$ cat src/rtl/alu_shift_sched_pkg.sv
// Shared constants for the shift-unit scheduler: field widths and COASZP flag bit positions.
// Latency: n/a (declarations only).
// Backpressure: n/a.
package alu_shift_sched_pkg;

  // Default geometry of the scheduler.
  localparam int NPORT_DEF = 3;
  localparam int PORT_W    = $clog2(NPORT_DEF);
  localparam int OP_W      = 5;
  localparam int TAG_W     = 6;
  localparam int FLG_W     = 6;

  // Bit positions of the COASZP flag vector returned by the shifter.
  localparam int FLG_C = 5;
  localparam int FLG_O = 4;
  localparam int FLG_A = 3;
  localparam int FLG_S = 2;
  localparam int FLG_Z = 1;
  localparam int FLG_P = 0;

endpackage

$ cat src/rtl/alu_shift_sched_if.sv
// Bundle between issue ports, the shift datapath and the shift-unit scheduler.
// Latency: n/a (wires only).
// Backpressure: sh_busy from the datapath blocks every grant; req_vld is held until req_gnt.
// Ports: except/except_thread flush strobe; req_* per-port requests; req_gnt one-hot grant;
//        sh_* shifter issue; flg_in shifter flags; flg_* flag return to the winning port.
interface alu_shift_sched_if
  import alu_shift_sched_pkg::*;
#(
  parameter int NPORT = NPORT_DEF,
  parameter int OPW   = OP_W,
  parameter int TAGW  = TAG_W
);

  logic                  except;
  logic                  except_thread;
  logic [NPORT-1:0]      req_vld;
  logic [NPORT-1:0]      req_thread;
  logic [NPORT*OPW-1:0]  req_op;
  logic [NPORT*TAGW-1:0] req_tag;
  logic                  sh_busy;
  logic [NPORT-1:0]      req_gnt;
  logic                  sh_vld;
  logic [OPW-1:0]        sh_operation;
  logic [PORT_W-1:0]     sh_sel;
  logic [FLG_W-1:0]      flg_in;
  logic                  flg_vld;
  logic [FLG_W-1:0]      flg_out;
  logic [TAGW-1:0]       flg_tag;
  logic [PORT_W-1:0]     flg_port;

  // Scheduler side.
  modport slave (
    input  except, except_thread, req_vld, req_thread, req_op, req_tag, sh_busy, flg_in,
    output req_gnt, sh_vld, sh_operation, sh_sel, flg_vld, flg_out, flg_tag, flg_port
  );

  // Issue-port / datapath side.
  modport master (
    output except, except_thread, req_vld, req_thread, req_op, req_tag, sh_busy, flg_in,
    input  req_gnt, sh_vld, sh_operation, sh_sel, flg_vld, flg_out, flg_tag, flg_port
  );

endinterface

$ cat src/rtl/alu_shift_sched_rr_arb_onehot.sv
// Round-robin arbiter: first set request scanning from ptr upward, wrapping mod NPORT.
// Latency: combinational.
// Backpressure: none; masking of requests is the caller's job.
// Ports: req (request vector), ptr (start index) -> gnt (one-hot), idx (encoded), any (some grant).
module alu_shift_sched_rr_arb_onehot #(
  parameter int NPORT = 3,
  parameter int PW    = $clog2(NPORT)
) (
  input  logic [NPORT-1:0] req,
  input  logic [PW-1:0]    ptr,
  output logic [NPORT-1:0] gnt,
  output logic [PW-1:0]    idx,
  output logic             any
);

  // Index reached k steps after p, wrapping at NPORT (p is always < NPORT).
  function automatic logic [PW-1:0] rot_idx(input logic [PW-1:0] p, input int k);
    int s;
    s = int'(p) + k;
    if (s >= NPORT) s = s - NPORT;
    return PW'(s);
  endfunction

  // Scan from the farthest offset back to ptr so the nearest requester wins last.
  always_comb begin
    any = 1'b0;
    idx = '0;
    for (int k = NPORT - 1; k >= 0; k--) begin
      if (req[rot_idx(ptr, k)]) begin
        any = 1'b1;
        idx = rot_idx(ptr, k);
      end
    end
  end

  always_comb begin
    gnt = '0;
    for (int i = 0; i < NPORT; i++) begin
      gnt[i] = any && (idx == PW'(i));
    end
  end

endmodule

$ cat src/rtl/alu_shift_sched.sv
// Shift-unit scheduler: round-robin grant of one shifter among NPORT issue ports, returns flags to the winner's tag.
// Latency: grant/issue same cycle as request; flags and tag returned one cycle after issue.
// Backpressure: sh_busy or a same-thread exception suppresses the grant; losers hold req_vld.
// Ports: clk, rst (sync active-high), bus (slave side of alu_shift_sched_if).
module alu_shift_sched
  import alu_shift_sched_pkg::*;
#(
  parameter int NPORT = NPORT_DEF,
  parameter int OPW   = OP_W,
  parameter int TAGW  = TAG_W
) (
  input  logic               clk,
  input  logic               rst,
  alu_shift_sched_if.slave   bus
);

  logic [NPORT-1:0]  elig;
  logic [NPORT-1:0]  gnt;
  logic [PORT_W-1:0] gnt_idx;
  logic              gnt_any;
  logic [PORT_W-1:0] rr_ptr;

  logic              s1_vld;
  logic [TAGW-1:0]   s1_tag;
  logic              s1_thread;
  logic [PORT_W-1:0] s1_port;

  // A port competes only if the shifter input is free, it is not being flushed,
  // and reset is not asserted (reset dominates every input).
  always_comb begin
    elig = '0;
    for (int i = 0; i < NPORT; i++) begin
      elig[i] = bus.req_vld[i] & ~bus.sh_busy & ~rst
              & ~(bus.except & (bus.req_thread[i] == bus.except_thread));
    end
  end

  alu_shift_sched_rr_arb_onehot #(
    .NPORT (NPORT),
    .PW    (PORT_W)
  ) u_arb (
    .req (elig),
    .ptr (rr_ptr),
    .gnt (gnt),
    .idx (gnt_idx),
    .any (gnt_any)
  );

  assign bus.req_gnt      = gnt;
  assign bus.sh_vld       = gnt_any;
  assign bus.sh_operation = gnt_any ? bus.req_op[gnt_idx*OPW +: OPW] : '0;
  assign bus.sh_sel       = gnt_any ? gnt_idx : '0;

  // Stage 1 remembers who issued so the flags arriving next cycle can be routed back.
  // A new grant simply overwrites it: the previous op's flags are on flg_in this cycle.
  always_ff @(posedge clk) begin
    if (rst) begin
      rr_ptr    <= '0;
      s1_vld    <= 1'b0;
      s1_tag    <= '0;
      s1_thread <= 1'b0;
      s1_port   <= '0;
    end else begin
      s1_vld <= gnt_any;
      if (gnt_any) begin
        rr_ptr    <= (gnt_idx == PORT_W'(NPORT - 1)) ? '0 : gnt_idx + 1'b1;
        s1_tag    <= bus.req_tag[gnt_idx*TAGW +: TAGW];
        s1_thread <= bus.req_thread[gnt_idx];
        s1_port   <= gnt_idx;
      end
    end
  end

  // The flag return is killed if its thread is flushed in the cycle the flags arrive.
  assign bus.flg_vld  = s1_vld & ~rst & ~(bus.except & (s1_thread == bus.except_thread));
  assign bus.flg_out  = rst ? '0 : bus.flg_in;
  assign bus.flg_tag  = s1_tag;
  assign bus.flg_port = s1_port;

endmodule

$ cat src/flat_wrapper.sv
// flat-port wrapper written by rule: the top's interface ports become plain ports
module alu_shift_sched_flat import alu_shift_sched_pkg::*;
#(
  parameter int NPORT = NPORT_DEF,
  parameter int OPW   = OP_W,
  parameter int TAGW  = TAG_W
)
  (clk, rst, bus_except, bus_except_thread, bus_req_vld, bus_req_thread, bus_req_op, bus_req_tag, bus_sh_busy, bus_flg_in, bus_req_gnt, bus_sh_vld, bus_sh_operation, bus_sh_sel, bus_flg_vld, bus_flg_out, bus_flg_tag, bus_flg_port);
  alu_shift_sched_if #(.NPORT(NPORT), .OPW(OPW), .TAGW(TAGW)) bus_i ();
  input  logic clk;
  input  logic rst;
  input wire logic [$bits(bus_i.except)-1:0] bus_except;
  input wire logic [$bits(bus_i.except_thread)-1:0] bus_except_thread;
  input wire logic [$bits(bus_i.req_vld)-1:0] bus_req_vld;
  input wire logic [$bits(bus_i.req_thread)-1:0] bus_req_thread;
  input wire logic [$bits(bus_i.req_op)-1:0] bus_req_op;
  input wire logic [$bits(bus_i.req_tag)-1:0] bus_req_tag;
  input wire logic [$bits(bus_i.sh_busy)-1:0] bus_sh_busy;
  input wire logic [$bits(bus_i.flg_in)-1:0] bus_flg_in;
  output wire logic [$bits(bus_i.req_gnt)-1:0] bus_req_gnt;
  output wire logic [$bits(bus_i.sh_vld)-1:0] bus_sh_vld;
  output wire logic [$bits(bus_i.sh_operation)-1:0] bus_sh_operation;
  output wire logic [$bits(bus_i.sh_sel)-1:0] bus_sh_sel;
  output wire logic [$bits(bus_i.flg_vld)-1:0] bus_flg_vld;
  output wire logic [$bits(bus_i.flg_out)-1:0] bus_flg_out;
  output wire logic [$bits(bus_i.flg_tag)-1:0] bus_flg_tag;
  output wire logic [$bits(bus_i.flg_port)-1:0] bus_flg_port;
  assign bus_i.except = bus_except;
  assign bus_i.except_thread = bus_except_thread;
  assign bus_i.req_vld = bus_req_vld;
  assign bus_i.req_thread = bus_req_thread;
  assign bus_i.req_op = bus_req_op;
  assign bus_i.req_tag = bus_req_tag;
  assign bus_i.sh_busy = bus_sh_busy;
  assign bus_i.flg_in = bus_flg_in;
  assign bus_req_gnt = bus_i.req_gnt;
  assign bus_sh_vld = bus_i.sh_vld;
  assign bus_sh_operation = bus_i.sh_operation;
  assign bus_sh_sel = bus_i.sh_sel;
  assign bus_flg_vld = bus_i.flg_vld;
  assign bus_flg_out = bus_i.flg_out;
  assign bus_flg_tag = bus_i.flg_tag;
  assign bus_flg_port = bus_i.flg_port;
  alu_shift_sched #(.NPORT(NPORT), .OPW(OPW), .TAGW(TAGW)) u_core (.clk(clk), .rst(rst), .bus(bus_i));
endmodule
$ cat config.mk
export PLATFORM = sky130hd
export DESIGN_NAME = alu_shift_sched_flat
export DESIGN_NICKNAME = d
export VERILOG_FILES = /design/src/rtl/alu_shift_sched_pkg.sv /design/src/rtl/alu_shift_sched_if.sv /design/src/rtl/alu_shift_sched_rr_arb_onehot.sv /design/src/rtl/alu_shift_sched.sv /design/src/flat_wrapper.sv
export SDC_FILE = /design/constraint.sdc
export NUM_CORES = 1
export LEC_CHECK = 0
export ABC_AREA = 1
export CORE_UTILIZATION = 37
export CTS_CLUSTER_DIAMETER = 150
export CTS_CLUSTER_SIZE = 10
export DETAILED_ROUTE_END_ITERATION = 12
export GPL_TIMING_DRIVEN = 0
export HOLD_SLACK_MARGIN = 0.08
export PLACE_DENSITY = 0.81
export RECOVER_POWER = 25
export SLEW_MARGIN = 20
export SYNTH_ARGS = -nofsm -noshare
export SYNTH_HDL_FRONTEND = slang
export SYNTH_HIERARCHICAL = 1
export SYNTH_SLANG_ARGS = --single-unit
$ cat constraint.sdc
create_clock -name clk -period 2.49 [get_ports clk]
set_input_delay 0.249 -clock clk [delete_from_list [all_inputs] [get_ports clk]]
set_output_delay 0.249 -clock clk [all_outputs]
set_load 0.01 [all_outputs]
==> Word-level counts from Yosys, hierarchy flattened <==
Cells that the tools add are included.
{ "word_totals": {"output_inout_bits": 26, "word_cells": 74, "ff_bits": 12, "inputBits": 50} }
{ "op_classes": {"addsub": 6, "reduce_logical": 4, "n_mul": 2, "bitwise": 21, "eq_ne": 6, "shift": 2, "muxes": 21, "magnitude_cmp": 7} }
{ "ops": {"columns": ["cell", "count"], "rows": [
  ["$shiftx A18 B6 Y6", 1],
  ["$mux W2", 8],
  ["$and A1 B1 Y1", 15],
  ["$shiftx A15 B6 Y5", 1],
  ["$lt A2 B3 Y1 const B", 4],
  ["$bmux W1 S2", 4],
  ["$mux W1", 7],
  ["$ge A3 B2 Y1 const B", 2],
  ["$mux W6", 1],
  ["$not A1 Y1", 6],
  ["$sub A2 B2 Y2 const B", 3],
  ["$mul A2 B3 Y5 const B", 1],
  ["$mux W5", 1],
  ["$eq A1 B1 Y1", 4],
  ["$mul A2 B2 Y4 const B", 1],
  ["$add A2 B1 Y3 const B", 1],
  ["$add A2 B2 Y3 const B", 1],
  ["$logic_and A1 B1 Y1", 3],
  ["$add A2 B1 Y2 const B", 1],
  ["$eq A2 B1 Y1 const B", 1],
  ["$eq A2 B2 Y1 const B", 1],
  ["$ge A2 B2 Y1 const B", 1],
  ["$logic_not A2 Y1", 1]
]} }

==> Logic depth before layout (Yosys ltp) <==
{ "logic_depth": {"depth_word": 12, "ltp_mapped": 20, "ltp_nobuf": 18} }

==> Hierarchy <==
The synthesis kept the hierarchy.
{ "modules_own_cells": {"columns": ["module", "seq_area_each_um2", "instances", "cells_each", "area_each_um2"], "rows": [
  ["alu_shift_sched", 240.2, 1, 166, 959.7],
  ["alu_shift_sched_rr_arb_onehot", 0.0, 1, 45, 229.0]
]} }

==> Least setup slack after synthesis <==
Ideal clock, no wire load.
{ "synth_path": {"path_kind": "input to output", "from": "input rst", "to": "output bus_sh_operation[0]", "n_path_buf": 2, "t_arrival_ns": 1.796, "path_slack_ns": 0.445, "stages": 15, "required_time_ns": 2.241, "cell_sequence": "buf_2 -> nor2_1 -> nand3_1 -> inv_1 -> inv_1 -> nand2_1 -> inv_1 -> o211ai_1 -> nand2_1 -> nor2_4 -> buf_6 -> nand2_1 -> nand3_1 -> nand2_1 -> inv_1"} }
{ "synth_between": {"elab_chain_len": 11, "word_cells_on_any_way": 22, "classes_between": "1 x mul; 1 x shift; 13 x mux; 7 x bitwise"} }
{ "synth_lines": {"columns": ["item", "line", "rtl"], "rows": [
  ["start: declaration", "flat_wrapper.sv:11", "input logic rst;"],
  ["$not A1 Y1 (*)", "alu_shift_sched.sv:33", "elig[i] = bus.req_vld[i] & ~bus.sh_busy & ~rst"],
  ["$and A1 B1 Y1 (*)", "alu_shift_sched.sv:33", null],
  ["$and A1 B1 Y1 (*)", "alu_shift_sched.sv:34", "& ~(bus.except & (bus.req_thread[i] == bus.except_thread));"],
  ["net u_core.elig[1]", "alu_shift_sched.sv:17", "logic [NPORT-1:0] elig;"],
  ["$bmux W1 S2", "alu_shift_sched_rr_arb_onehot.sv:29", "if (req[rot_idx(ptr, k)]) begin"],
  ["$mux W1 (implied by the code)", "alu_shift_sched_rr_arb_onehot.sv:29", null],
  ["$mux W2 (2 in a row)", "alu_shift_sched_rr_arb_onehot.sv:29", null],
  ["$mux W2 (*)", "alu_shift_sched_rr_arb_onehot.sv:29", null],
  ["net u_core.gnt_idx[1]", "alu_shift_sched.sv:19", "logic [PORT_W-1:0] gnt_idx;"],
  ["$mul A2 B3 Y5 (*)", "alu_shift_sched.sv:51", "assign bus.sh_operation = gnt_any ? bus.req_op[gnt_idx*OPW +: OPW] : '0;"],
  ["$shiftx A15 B6 Y5 (*)", "alu_shift_sched.sv:51", null],
  ["$mux W5 (*)", "alu_shift_sched.sv:51", null],
  ["end: declaration", "flat_wrapper.sv:22", "output wire logic [$bits(bus_i.sh_operation)-1:0] bus_sh_operation;"]
]} }
Mark *: on every way through the listed nets, which the timed path passes. The rest lies on a longest branch. The select of a mux whose other input is x is not followed.

==> Worst setup path after layout <==
{ "layout_path": {"from": "register u_core.rr_ptr[0]", "to": "output bus_sh_sel[0]"} }
{ "layout_between": {"elab_chain_len": 9, "word_cells_on_any_way": 24, "classes_between": "5 x add/sub; 3 x order compare; 16 x mux"} }
{ "layout_lines": {"columns": ["item", "line", "rtl"], "rows": [
  ["start: declaration", "alu_shift_sched.sv:21", "logic [PORT_W-1:0] rr_ptr;"],
  ["start signal: assignment", "alu_shift_sched.sv:66", "rr_ptr <= (gnt_idx == PORT_W'(NPORT - 1)) ? '0 : gnt_idx + 1'b1;"],
  ["$add A2 B2 Y3", "alu_shift_sched_rr_arb_onehot.sv:19", "s = int'(p) + k;"],
  ["$ge A3 B2 Y1 or $sub A2 B2 Y2 (tied branches)", "alu_shift_sched_rr_arb_onehot.sv:20", "if (s >= NPORT) s = s - NPORT;"],
  ["$mux W2", "alu_shift_sched_rr_arb_onehot.sv:20", null],
  ["$bmux W1 S2", "alu_shift_sched_rr_arb_onehot.sv:29", null],
  ["$mux W1 (implied by the code)", "alu_shift_sched_rr_arb_onehot.sv:29", null],
  ["$mux W2 or $mux W1 (tied branches) (3 in a row)", "alu_shift_sched_rr_arb_onehot.sv:29", null],
  ["$mux W2 (*)", "alu_shift_sched.sv:52", "assign bus.sh_sel = gnt_any ? gnt_idx : '0;"],
  ["end: declaration", "flat_wrapper.sv:23", "output wire logic [$bits(bus_i.sh_sel)-1:0] bus_sh_sel;"]
]} }
Mark *: on every way between the ends. The rest lies on a longest branch, timed or not. The select of a mux whose other input is x is not followed.

==> qor.yml <==
cp_slowest_cell: "dfxtp_2"
clkPwrFrac_pct: 4.4
crit_path_end_kind: "output pin"
dp_hpwl_um: 2600
clock-sinks: 12
ys_warn_count: 6
drc: 0
ant_nets: 0
grt-ovfl-total: 0
critical_path.top_delay_family: "buffers and inverters"
wl_per_cell_um: 11.0
p_leak_nw: 1.17
port_buffers: 75
fin_skew_ps: 3.16
die_h_um: 58.7
max_freq_mhz: 409
place_area_um2: 1990
rows: 20
layout_setup_ws_ps: 45.3
routed_wl_um: 3860
grt.met1_usage_pct: 27.1
ir_drop_mv: 0.711
viasPerCell: 4.67
gp_congestion: 0.866
worstPathCellList: "buf_4 > ha_4 > inv_4 > nand2_1 > nand3_2 > nand2_2 > buf_4 > nor2_1 > nand2_2 > clkbuf_8 > nand2_1 > inv_1 > dlygate4sd2_1"
setup-violations-final: 0
worstHoldPathCells: 4
p_seq_share_pct: 12.7
postSynthCellCount: 211
r2r_end: "u_core/bus.flg_tag[3]"
layout-drive-gt1-share_pct: 24.7
grt_busiest_layer: "met2"
crit_fanout: 10
path_buf_inv: 6
final_cells: 352
sw_frac_of_total_pct: 49.1
regArea_um2: 245
initial_core_util_pct: 38.9
syn_nets: 264
intPower_mw: 1.29
maxCapViolations: 0
tightest_slew_ps: 262
place_ws_ps: -845
r2r_slack_ps: 490
first_iter_violations: 68
yosysUniqueCellTypes: 21
min_to: "u_core/bus.flg_tag[4]"
ioPinCount: 76
synth_area_um2: 1190
drt_first_pass_iters: 6
slew_headroom_pct: 82.5
tritoncts: "done"
yosysSeqAreaShare_pct: 20.2
power_density_nw_per_um2: 1120
grt_pass1_wl_um: 5920
dp.cells: 330
min_from: "rst"
num_vias: 1645
antenna_cells: 0
grt_max_degree: 11
fin_crit_ps: 2440
fin_crit_sh_pct: 98.2
cts_root_buf: "clkbuf_4"
p_sw_mw: 1.24
antenna_found_initial: 0
die_x_um: 58.7
grtUsageMet2_pct: 39.4
grt_pass1_vias: 1439
area_growth_pct: 89.3
cts-buffers-inserted: 3
r2r-start: "u_core/rr_ptr[0]"
globalRouteTotalUtil_pct: 22.2
avgSynthCellArea_um2: 5.63
synth-seq-cells: 12
hold_viol_final: 0
critical_path_class: "reg2out"
grtUsageMet3_pct: 4.40
hp-class: "in2reg"
dieArea_um2: 3440
fin_nets: 363
status: "finished clean"
clock_latency_ps: 260
critical_path.startpoint_type: "flop"
htree_levels: 1
slew_violations: 0
cts.path.max_buffers: 2
cts.reportedPaths.clkPinSlew_ps: 70
required_ps: 2240
reg2regPathDepth: 16
cpPeakStageDelay_ps: 330
multi_input_area_um2: 817
final_area_um2: 2250
fp.coreArea_um2: 3050
cp.arrival_ps: 2200
combPwrFrac_pct: 82.9
fillers: 264
worst max-delay path by stage:
stage	from	cells after the start	to	slack, ps
finish	u_core/rr_ptr[0]	13	bus_sh_sel[0]	50
global placement	rst	17	bus_sh_operation[2]	-800
CTS	u_core/rr_ptr[0]	18	bus_sh_operation[1]	0.3
floorplan	rst	15	bus_sh_operation[0]	440
detailed placement	rst	20	bus_sh_operation[2]	-840
global route	bus_except_thread	16	bus_sh_sel[0]	-60
per-stage QoR:
stage          setup TNS, ps  util [%]  power (mW)  hold WS (ps)
2_1_floorplan              0         -        1.47           440
3_3_place_gp           -7260      65.3        2.16           450
3_5_place_dp           -7870      65.3        2.17           457
5_1_grt                 -221      73.7        2.76           370
4_1_cts                    0      70.9        2.42           468
6_report                   0      73.7        2.53           339
state kept, by name, summed over array words and instances, names as in the netlist:
name,flops
u_core/s1_thread,1
u_core/s1_vld,1
u_core/bus.flg_port,2
u_core/bus.flg_tag,6
u_core/rr_ptr,2
worst register-to-register path, delay by kind of cell (launching register included):
kind	cells	cell delay, ps
adders and majority gates	1	310
DFF	1	340
buffers and inverters	6	610
and+or+nand+nor	9	620
per-layer routing:
| layer | wire length, µm | up-vias |
|---|---|---|
| li1 | - | 847 |
| met1 | 1650 | 738 |
| met2 | 1950 | 54 |
| met3 | 228 | 6 |
| met4 | 36 | 0 |
| met5 | 0 | - |
what timing repair did:
action | CTS | global route
hold buffers | 0 | 0
pin swaps | 4 | 10
endpoints found under the setup margin | 11 | 8
hold endpoints to repair | 0 | 0
setup buffers | 12 | 8
resized for setup | 47 | 29
power groups by stage:
stage	Combinational, mW	Sequential [mW]	Clock [mW]
after global placement	1.84	0.312	0
after global routing	2.31	0.330	0.125
after CTS	1.99	0.319	0.115
after detailed placement	1.86	0.314	0
after floorplan	1.13	0.331	0
final	2.10	0.321	0.112
cells by family after synthesis:
logic type,count (synthesis),synth area share [%]
DFF,12,20.2
buffers and inverters,46,18.7
adders and majority gates,3,3.16
and+or+nand+nor,137,52.0
AOI/OAI and AO/OA,13,5.89
layout by cell type (no fill, tap or decap), drive strengths merged, types with 2 or more instances in the layout:
master         Yosys  routed
dfxtp             12      12
clkdlybuf4s50      0      52
inv               36      36
o21ai              9       9
ha                 3       3
dlygate4sd2        0       8
clkinv             2       2
nor2              26      26
clkbuf             1       6
nand2             66      66
a21oi              2       2
buf                7      30
nand3             43      43
dlygate4sd3        0       8
synthesized netlist by cell type:
master    instances  area share, %
nand3b_1          1           0.63
nand3_2           6            5.1
o211ai_1          1           0.63
nand2_2           2            1.1
o31ai_1           1           0.63
nand3_1          37             16
nand2_1          64             20
ha_1              3            3.2
inv_1            33             10
buf_6             5            4.7
inv_2             3           0.95
clkinv_1          2           0.63
buf_2             2           0.84
o21ai_1           1           0.42
clkbuf_8          1            1.2
nor2_4            1           0.95
o21ai_0           8            3.4
dfxtp_1          12             20
nor2_1           25            7.9
nor3b_1           1           0.63
a21oi_1           2           0.84
area by class of cell:
| cell class | instances | area share [%] |
|---|---|---|
| plain buffers | 7 | 3.62 |
| clock buffers | 3 | 1.00 |
| inverters | 38 | 7.23 |
| multi-input cells | 153 | 36.3 |
| flip-flops and latches | 12 | 10.9 |
| well taps | 44 | 2.45 |
| repair buffers | 95 | 38.5 |
No activity file was read; power rests on OpenSTA's default activity.
